[config.mk]
export PLATFORM = sky130hd
export DESIGN_NAME = control_unit_pc
export DESIGN_NICKNAME = d
export VERILOG_FILES = /design/src/rtl/cpu_ctrl_pkg.sv /design/src/rtl/ctrl_decoder.sv /design/src/rtl/control_unit_pc.sv
export SDC_FILE = /design/constraint.sdc
export NUM_CORES = 1
export LEC_CHECK = 0
export CAP_MARGIN = 25
export CORE_ASPECT_RATIO = 0.7
export CORE_MARGIN = 5
export CORE_UTILIZATION = 34
export CTS_CLUSTER_DIAMETER = 100
export DETAILED_ROUTE_END_ITERATION = 12
export HOLD_SLACK_MARGIN = 0.06
export PLACE_DENSITY = 0.94
export SETUP_SLACK_MARGIN = 0.5
export SLEW_MARGIN = 20
export SYNTH_ARGS = -nofsm -noshare
export SYNTH_HDL_FRONTEND = slang
export SYNTH_SLANG_ARGS = --single-unit
[constraint.sdc]
create_clock -name clk -period 4.21 [get_ports clk]
set_input_delay 1.263 -clock clk [delete_from_list [all_inputs] [get_ports clk]]
set_output_delay 1.263 -clock clk [all_outputs]
set_load 0.005 [all_outputs]
[src/rtl/cpu_ctrl_pkg.sv]
// Shared constants for the MIPS ID-stage control path: opcodes, functs,
// operand/ALU/size codes and the bit layout of the 21-bit control word.
package cpu_ctrl_pkg;

  localparam int CTRL_W = 21;
  typedef logic [CTRL_W-1:0] ctrl_word_t;

  // Primary opcodes (instruction[31:26])
  localparam logic [5:0] OP_RTYPE = 6'b000000;
  localparam logic [5:0] OP_JAL   = 6'b000011;
  localparam logic [5:0] OP_BGTZ  = 6'b000111;
  localparam logic [5:0] OP_ADDIU = 6'b001001;
  localparam logic [5:0] OP_LUI   = 6'b001111;
  localparam logic [5:0] OP_LBU   = 6'b100100;
  localparam logic [5:0] OP_SB    = 6'b101000;

  // R-type function codes (instruction[5:0])
  localparam logic [5:0] FN_JR   = 6'b001000;
  localparam logic [5:0] FN_SUBU = 6'b100011;

  typedef enum logic [3:0] {
    ALU_ADD    = 4'b0000,
    ALU_SUB    = 4'b0001,
    ALU_PASS_B = 4'b0010,
    ALU_PASS_A = 4'b0011
  } alu_op_e;

  typedef enum logic [2:0] {
    OPND_RT      = 3'b000,
    OPND_SE_IMM  = 3'b001,
    OPND_ZE_IMM  = 3'b010,
    OPND_IMM_HI  = 3'b011
  } shift_imm_e;

  typedef enum logic [1:0] {
    SIZE_BYTE = 2'b00,
    SIZE_HALF = 2'b01,
    SIZE_WORD = 2'b10
  } mem_size_e;

  // Control-word bit positions
  localparam int MEM_WRITE_BIT     = 20;
  localparam int RT_DEST_BIT       = 19;
  localparam int SHIFT_IMM_LSB     = 16;
  localparam int ALU_OP_LSB        = 12;
  localparam int LOAD_INSTR_BIT    = 11;
  localparam int RF_ENABLE_BIT     = 10;
  localparam int BRANCH_ENABLE_BIT = 9;
  localparam int JUMP_ENABLE_BIT   = 8;
  localparam int R31_DEST_BIT      = 7;
  localparam int HI_ENABLE_BIT     = 6;
  localparam int LO_ENABLE_BIT     = 5;
  localparam int SIZE_LSB          = 3;
  localparam int MEM_DATA_SE_BIT   = 2;
  localparam int MEM_DATA_EN_BIT   = 1;
  localparam int PC_PLUS_8_BIT     = 0;

endpackage

[src/rtl/ctrl_decoder.sv]
// Pure combinational opcode/funct decoder producing the 21-bit control word.
module ctrl_decoder
  import cpu_ctrl_pkg::*;
(
  input  logic [5:0]        opcode,
  input  logic [5:0]        funct,
  output logic [CTRL_W-1:0] control_raw
);

  ctrl_word_t ctrl;

  always_comb begin
    // NOTE: default every field first so unlisted encodings decode to NOP and no latch is inferred.
    ctrl = '0;
    unique case (opcode)
      OP_ADDIU: begin
        ctrl[RT_DEST_BIT]               = 1'b1;
        ctrl[SHIFT_IMM_LSB +: 3]        = OPND_SE_IMM;
        ctrl[ALU_OP_LSB +: 4]           = ALU_ADD;
        ctrl[RF_ENABLE_BIT]             = 1'b1;
      end
      OP_LBU: begin
        ctrl[RT_DEST_BIT]               = 1'b1;
        ctrl[SHIFT_IMM_LSB +: 3]        = OPND_SE_IMM;
        ctrl[ALU_OP_LSB +: 4]           = ALU_ADD;
        ctrl[LOAD_INSTR_BIT]            = 1'b1;
        ctrl[RF_ENABLE_BIT]             = 1'b1;
        ctrl[SIZE_LSB +: 2]             = SIZE_BYTE;
        ctrl[MEM_DATA_EN_BIT]           = 1'b1;
      end
      OP_SB: begin
        ctrl[MEM_WRITE_BIT]             = 1'b1;
        ctrl[SHIFT_IMM_LSB +: 3]        = OPND_SE_IMM;
        ctrl[ALU_OP_LSB +: 4]           = ALU_ADD;
        ctrl[SIZE_LSB +: 2]             = SIZE_BYTE;
        ctrl[MEM_DATA_EN_BIT]           = 1'b1;
      end
      OP_BGTZ: begin
        ctrl[BRANCH_ENABLE_BIT]         = 1'b1;
        ctrl[ALU_OP_LSB +: 4]           = ALU_PASS_A;
      end
      OP_LUI: begin
        ctrl[RT_DEST_BIT]               = 1'b1;
        ctrl[SHIFT_IMM_LSB +: 3]        = OPND_IMM_HI;
        ctrl[ALU_OP_LSB +: 4]           = ALU_PASS_B;
        ctrl[RF_ENABLE_BIT]             = 1'b1;
      end
      OP_JAL: begin
        ctrl[JUMP_ENABLE_BIT]           = 1'b1;
        ctrl[R31_DEST_BIT]              = 1'b1;
        ctrl[RF_ENABLE_BIT]             = 1'b1;
        ctrl[PC_PLUS_8_BIT]             = 1'b1;
      end
      OP_RTYPE: begin
        unique case (funct)
          FN_SUBU: begin
            ctrl[ALU_OP_LSB +: 4]       = ALU_SUB;
            ctrl[RF_ENABLE_BIT]         = 1'b1;
          end
          FN_JR:   ctrl[JUMP_ENABLE_BIT] = 1'b1;
          default: ctrl = '0;
        endcase
      end
      default: ctrl = '0;
    endcase
  end

  assign control_raw = ctrl;

endmodule

[src/rtl/control_unit_pc.sv]
// ID-stage control path: program counter register, instruction decode and
// the hazard NOP mux feeding the ID/EX register.
module control_unit_pc
  import cpu_ctrl_pkg::*;
(
  input  logic              clk,
  input  logic              reset,
  input  logic              pc_enable,
  input  logic [31:0]       pc_in,
  output logic [31:0]       pc_out,
  input  logic [31:0]       instruction,
  input  logic              nop_sel,
  output logic [CTRL_W-1:0] control_raw,
  output logic [CTRL_W-1:0] control_signal
);

  // NOTE: sequential state uses non-blocking assignments so every flop samples pre-edge values.
  always_ff @(posedge clk or posedge reset) begin
    if (reset)          pc_out <= '0;
    else if (pc_enable) pc_out <= pc_in;
  end

  ctrl_decoder u_ctrl_decoder (
    .opcode      (instruction[31:26]),
    .funct       (instruction[5:0]),
    .control_raw (control_raw)
  );

  // Register fields and shamt are consumed downstream, not by the decoder.
  logic unused_instr_bits;
  assign unused_instr_bits = ^instruction[25:6];

  assign control_signal = nop_sel ? '0 : control_raw;

endmodule

* Word level (Yosys, flattened, before mapping)
Cells that the tools add are included.
** Word-level totals
- Word-level logic and storage cells :: 28
- Flip-flop bits (word level) :: 32
- Input port bits :: 68
** Cells by class
- Equality and inequality tests :: 8
- Multiplexer cells :: 14
- Reduce and logical (&&, ||, !) cells :: 5
** Operators with widths (number)
- $mux 21 :: 1
- $eq 6x4->1 const B :: 3
- $eq 6x6->1 const B :: 3
- $pmux 4 s3 :: 1
- $mux 1 :: 9
- $pmux 2 s2 :: 2
- $eq 6x2->1 const B :: 1
- $eq 6x3->1 const B :: 1
- $logic_not 6->1 :: 1
- $reduce_or 3->1 :: 2
- $reduce_or 4->1 :: 1
- $pmux 1 s2 :: 1
- $reduce_or 2->1 :: 1

* Depth between registers and ports, before layout
- Depth in word-level cells :: 4
- Depth in mapped cells :: 4
- Depth with buffers taken out :: 4

* By module
Synthesis repeated with hierarchy kept, for this count alone.
** Unflattened totals
- Cell total of the unflattened synthesis :: 135
- Area total of the unflattened synthesis :: 1767.9 sq um
** Modules (own cells, without submodules)
- control_unit_pc :: cells each 92, instances 1, sequential area each 800.8 sq um, area an instance 1487.7 sq um
- ctrl_decoder :: cells each 43, instances 1, sequential area each 0.0 sq um, area an instance 280.3 sq um

* Worst setup path before layout
No wires, ideal clock.
- Path type :: in2out
- Start point :: in instruction[4]
- End point :: out control_signal[8]
- Buffers on the path :: 0
- Setup slack :: 0.754 ns
- Stages on the path :: 4
- Arrival :: 2.193 ns
- Cells stage by stage :: or4_4 o21ai_1 and2_2 and2b_1
** Between the ends
- Cells in the longest elaborated chain, start to end :: 4
** Ends and longest elaborated chain
- start, declared :: RTL line control_unit_pc.sv:11 : input logic [31:0] instruction,
- $eq 6x4->1 :: RTL line ctrl_decoder.sv:55 : unique case (funct)
- $mux 1 :: RTL line ctrl_decoder.sv:55
- $pmux 2 s2 :: RTL line ctrl_decoder.sv:15 : unique case (opcode)
- named net control_raw[8] :: RTL line control_unit_pc.sv:13 : output logic [CTRL_W-1:0] control_raw,
- $mux 21 :: RTL line control_unit_pc.sv:33 : assign control_signal = nop_sel ? '0 : control_raw;
- end, declared :: RTL line control_unit_pc.sv:14 : output logic [CTRL_W-1:0] control_signal
The timed path passes the listed nets, and every way through them passes these cells.

* Final worst setup path
- Start point :: in instruction[4]
- End point :: out control_signal[10]
** Between the ends
- Cells in the longest elaborated chain, start to end :: 4
** Ends and longest elaborated chain (RTL line)
- $eq 6x6->1 :: ctrl_decoder.sv:55
- $mux 1 :: ctrl_decoder.sv:55
- $pmux 1 s2 :: ctrl_decoder.sv:15
- $mux 21 :: control_unit_pc.sv:33
Every way passes these cells.

==> metrics.yaml <==
outcome:
  status: "completed"
floorplan:
  die_width_um: 92.61
  row_count: 21
  initial_core_util_pct: 34.53
  dieArea_um2: 6281
  ios: 142
  die_h_um: 67.83
  coreArea_um2: 4703
critical_path:
  cp.required_ps: 2950
  critPathMaxFanout: 3
  cp-end-kind: "output pin"
  setup.worst_path.start_class: "input port"
  rr_worst_depth: 1
  worstPathArrival_ps: 2540
  path_class: "input port to output pin"
timing:
  fin_ws_ps: 409.6
  tightest_slew_ps: 500.5
  fin_crit_sh_pct: 90.27
  slew_headroom_pct: 66.64
  setup_tns_ps: 0
  min_period_ps: 3800
  skew_ps: 0
  slew_viol_final: 0
  finalHoldViolations: 0
  setup_viol: 0
  rsz0062_at_grt: "true"
  max_freq_ghz: 0.2631
worst_hold_path:
  hold_depth: 1
  hold_class: "flop to flop"
route:
  drc: 0
  drt.antenna.violating_nets: 0
  met2_length_mm: 2.943
  num_vias: 1490
  routedWlPerCell_um: 16.31
  via_per_inst: 4.571
  drt_iter0_drc: 28
  wl_met3_um: 352
  top_layer: "met4"
  m1WireLength_mm: 1.921
  wl_mm: 5.318
  drtPass1Iterations: 4
placed_design:
  dp_slack_ps: -250.4
  io_buffers: 105
  placed_area_um2: 2806
  gp_congestion: 0.8127
  hpwl_mm: 3.886
cells_and_area:
  layout.cells.most_common_list: "clkdlybuf4s50_1 (66), dfrtp_1 (32), mux2_2 (31)"
  drive_gt1_share_pct: 44.98
  regMostFlops: "pc_out"
  synthToLayoutAreaGrowth_pct: 86.29
  diodes: 0
  stdcell_area_um2: 3025
  final_common_cell: "clkdlybuf4s50_1"
  fin_nets: 336
  fillerInstances: 365
  reg_top3: "pc_out (32)"
  largest_reg_flops: 32
clock_tree:
  cts_buffers: 5
  cts_tree: "yes"
  clk_pin_slew_worst_paths_ps: 70
  clockBufferDepth: 2
  hold_buffers: 0
  cts.sinks: 32
  htree_levels: 2
  worstSkewPairLatency_ps: 270
  cts-root-buf: "clkbuf_8"
global_route:
  overflow: 0
  grt_pass1_wl_mm: 8.024
  grt_max_degree: 33
  grt_pass1_vias: 1596
  antenna_found_initial: 0
  grt_usage_pct: 16.88
yosys:
  seq_area_frac_synth_pct: 49.31
  syn_inst: 133
  yosys_warnings: 0
  yosys_register_bits: 32
  netlist_area_um2: 1624
  syn_avg_cell_area_um2: 12.21
  yosysUniqueCellTypes: 33
job:
  cap_violations: 0
pwr:
  p_per_area_nw_per_um2: 281.7
  p_leak_nw: 1.396
  ir_drop_uv: 295.1
cells by family after synthesis:
kind of cell | after synthesis | share of synthesized area (%)
DFF | 32 | 49.31
and+or+nand+nor | 36 | 14.25
buffers and inverters | 21 | 8.782
muxes | 32 | 22.19
AOI/OAI and AO/OA | 10 | 4.699
other | 1 | 0.2309
xor gates and xnor gates | 1 | 0.5394
stage by stage:
step           power [mW]  hold slack [ps]  cells  util (%)
5_1_grt            0.9019            524.0    326     64.33
3_5_place_dp       0.5608            481.4    309     59.67
2_1_floorplan      0.4297            482.8    148         -
4_1_cts            0.8571            497.3    325     63.47
3_3_place_gp       0.5524            471.5    309     59.67
6_report           0.8524            495.1    326     64.33
synth_stat cells:
cell type | count | area, µm²
and2b_1 | 3 | 22.52
buf_2 | 3 | 15.01
or4_4 | 1 | 11.26
or4b_4 | 1 | 13.76
a21o_1 | 2 | 15.01
a21oi_2 | 1 | 8.760
o21ai_1 | 2 | 10.01
nor2_1 | 8 | 30.03
mux2_2 | 31 | 349.1
nand4b_1 | 2 | 17.52
nor2b_1 | 5 | 31.28
inv_1 | 1 | 3.750
conb_1 | 1 | 3.750
or2b_1 | 1 | 7.510
o31a_1 | 1 | 8.760
nor3_1 | 1 | 5.000
mux2_1 | 1 | 11.26
o21ba_1 | 1 | 10.01
or2_4 | 1 | 8.760
nand2b_1 | 4 | 25.02
nand2_1 | 1 | 3.750
o22ai_1 | 1 | 6.260
and2_1 | 2 | 12.51
buf_4 | 16 | 120.1
or4b_1 | 1 | 10.01
a21oi_1 | 1 | 5.000
xnor2_1 | 1 | 8.760
o22ai_2 | 1 | 12.51
or2_2 | 1 | 6.260
and2_2 | 1 | 7.510
dfrtp_1 | 32 | 800.8
clkbuf_1 | 1 | 3.750
nor4_1 | 3 | 18.77
routing by layer:
metal | GRT usage (%) | vias to the layer above
met5 | 0 | -
met4 | 5.926 | 0
met3 | 5.055 | 8
met2 | 32.52 | 55
met1 | 17.85 | 728
li1 | - | 699
cell type report:
cell class	instances	area [µm²]	area share, %
well taps	57	71.32	2.357
repair buffers	133	1194	39.45
clock buffers	6	72.57	2.399
multi-input cells	95	848.3	28.04
flip-flops and latches	32	800.8	26.47
clock inverters	2	35.03	1.158
inverters	1	3.754	0.1241
report_power, final:
| group | switching, mW | internal (mW) | total (mW) |
|---|---|---|---|
| clock | 0.109 | 0.176 | 0.285 |
| combinational | 0.0716 | 0.141 | 0.213 |
| sequential | 0.0161 | 0.338 | 0.354 |
worst paths after layout:
path | start | end | slack [ps]
max reg2reg | pc_out[2] | pc_out[2] | 3430
min | pc_out[21] | pc_out[21] | 500
min reg2reg | pc_out[21] | pc_out[21] | 500
max in group asynchronous | reset | pc_out[21] | 2540
max | instruction[4] | control_signal[10] | 410
min in group asynchronous | reset | pc_out[7] | 1390
worst max-delay path: stages:
cell	delay [ps]
buf_6	90
or4_4	560
buf_6	140
o21ai_2	100
and2_4	160
o21ba_4	130
buf_6	90
what timing repair did:
item / in CTS / in global routing
setup buffers: 8 / 1
gates resized for setup: 118 / 46
pin swaps: 19 / 12
endpoints found under the setup margin: 26 / 20
No activity file was read; power rests on OpenSTA's default activity.
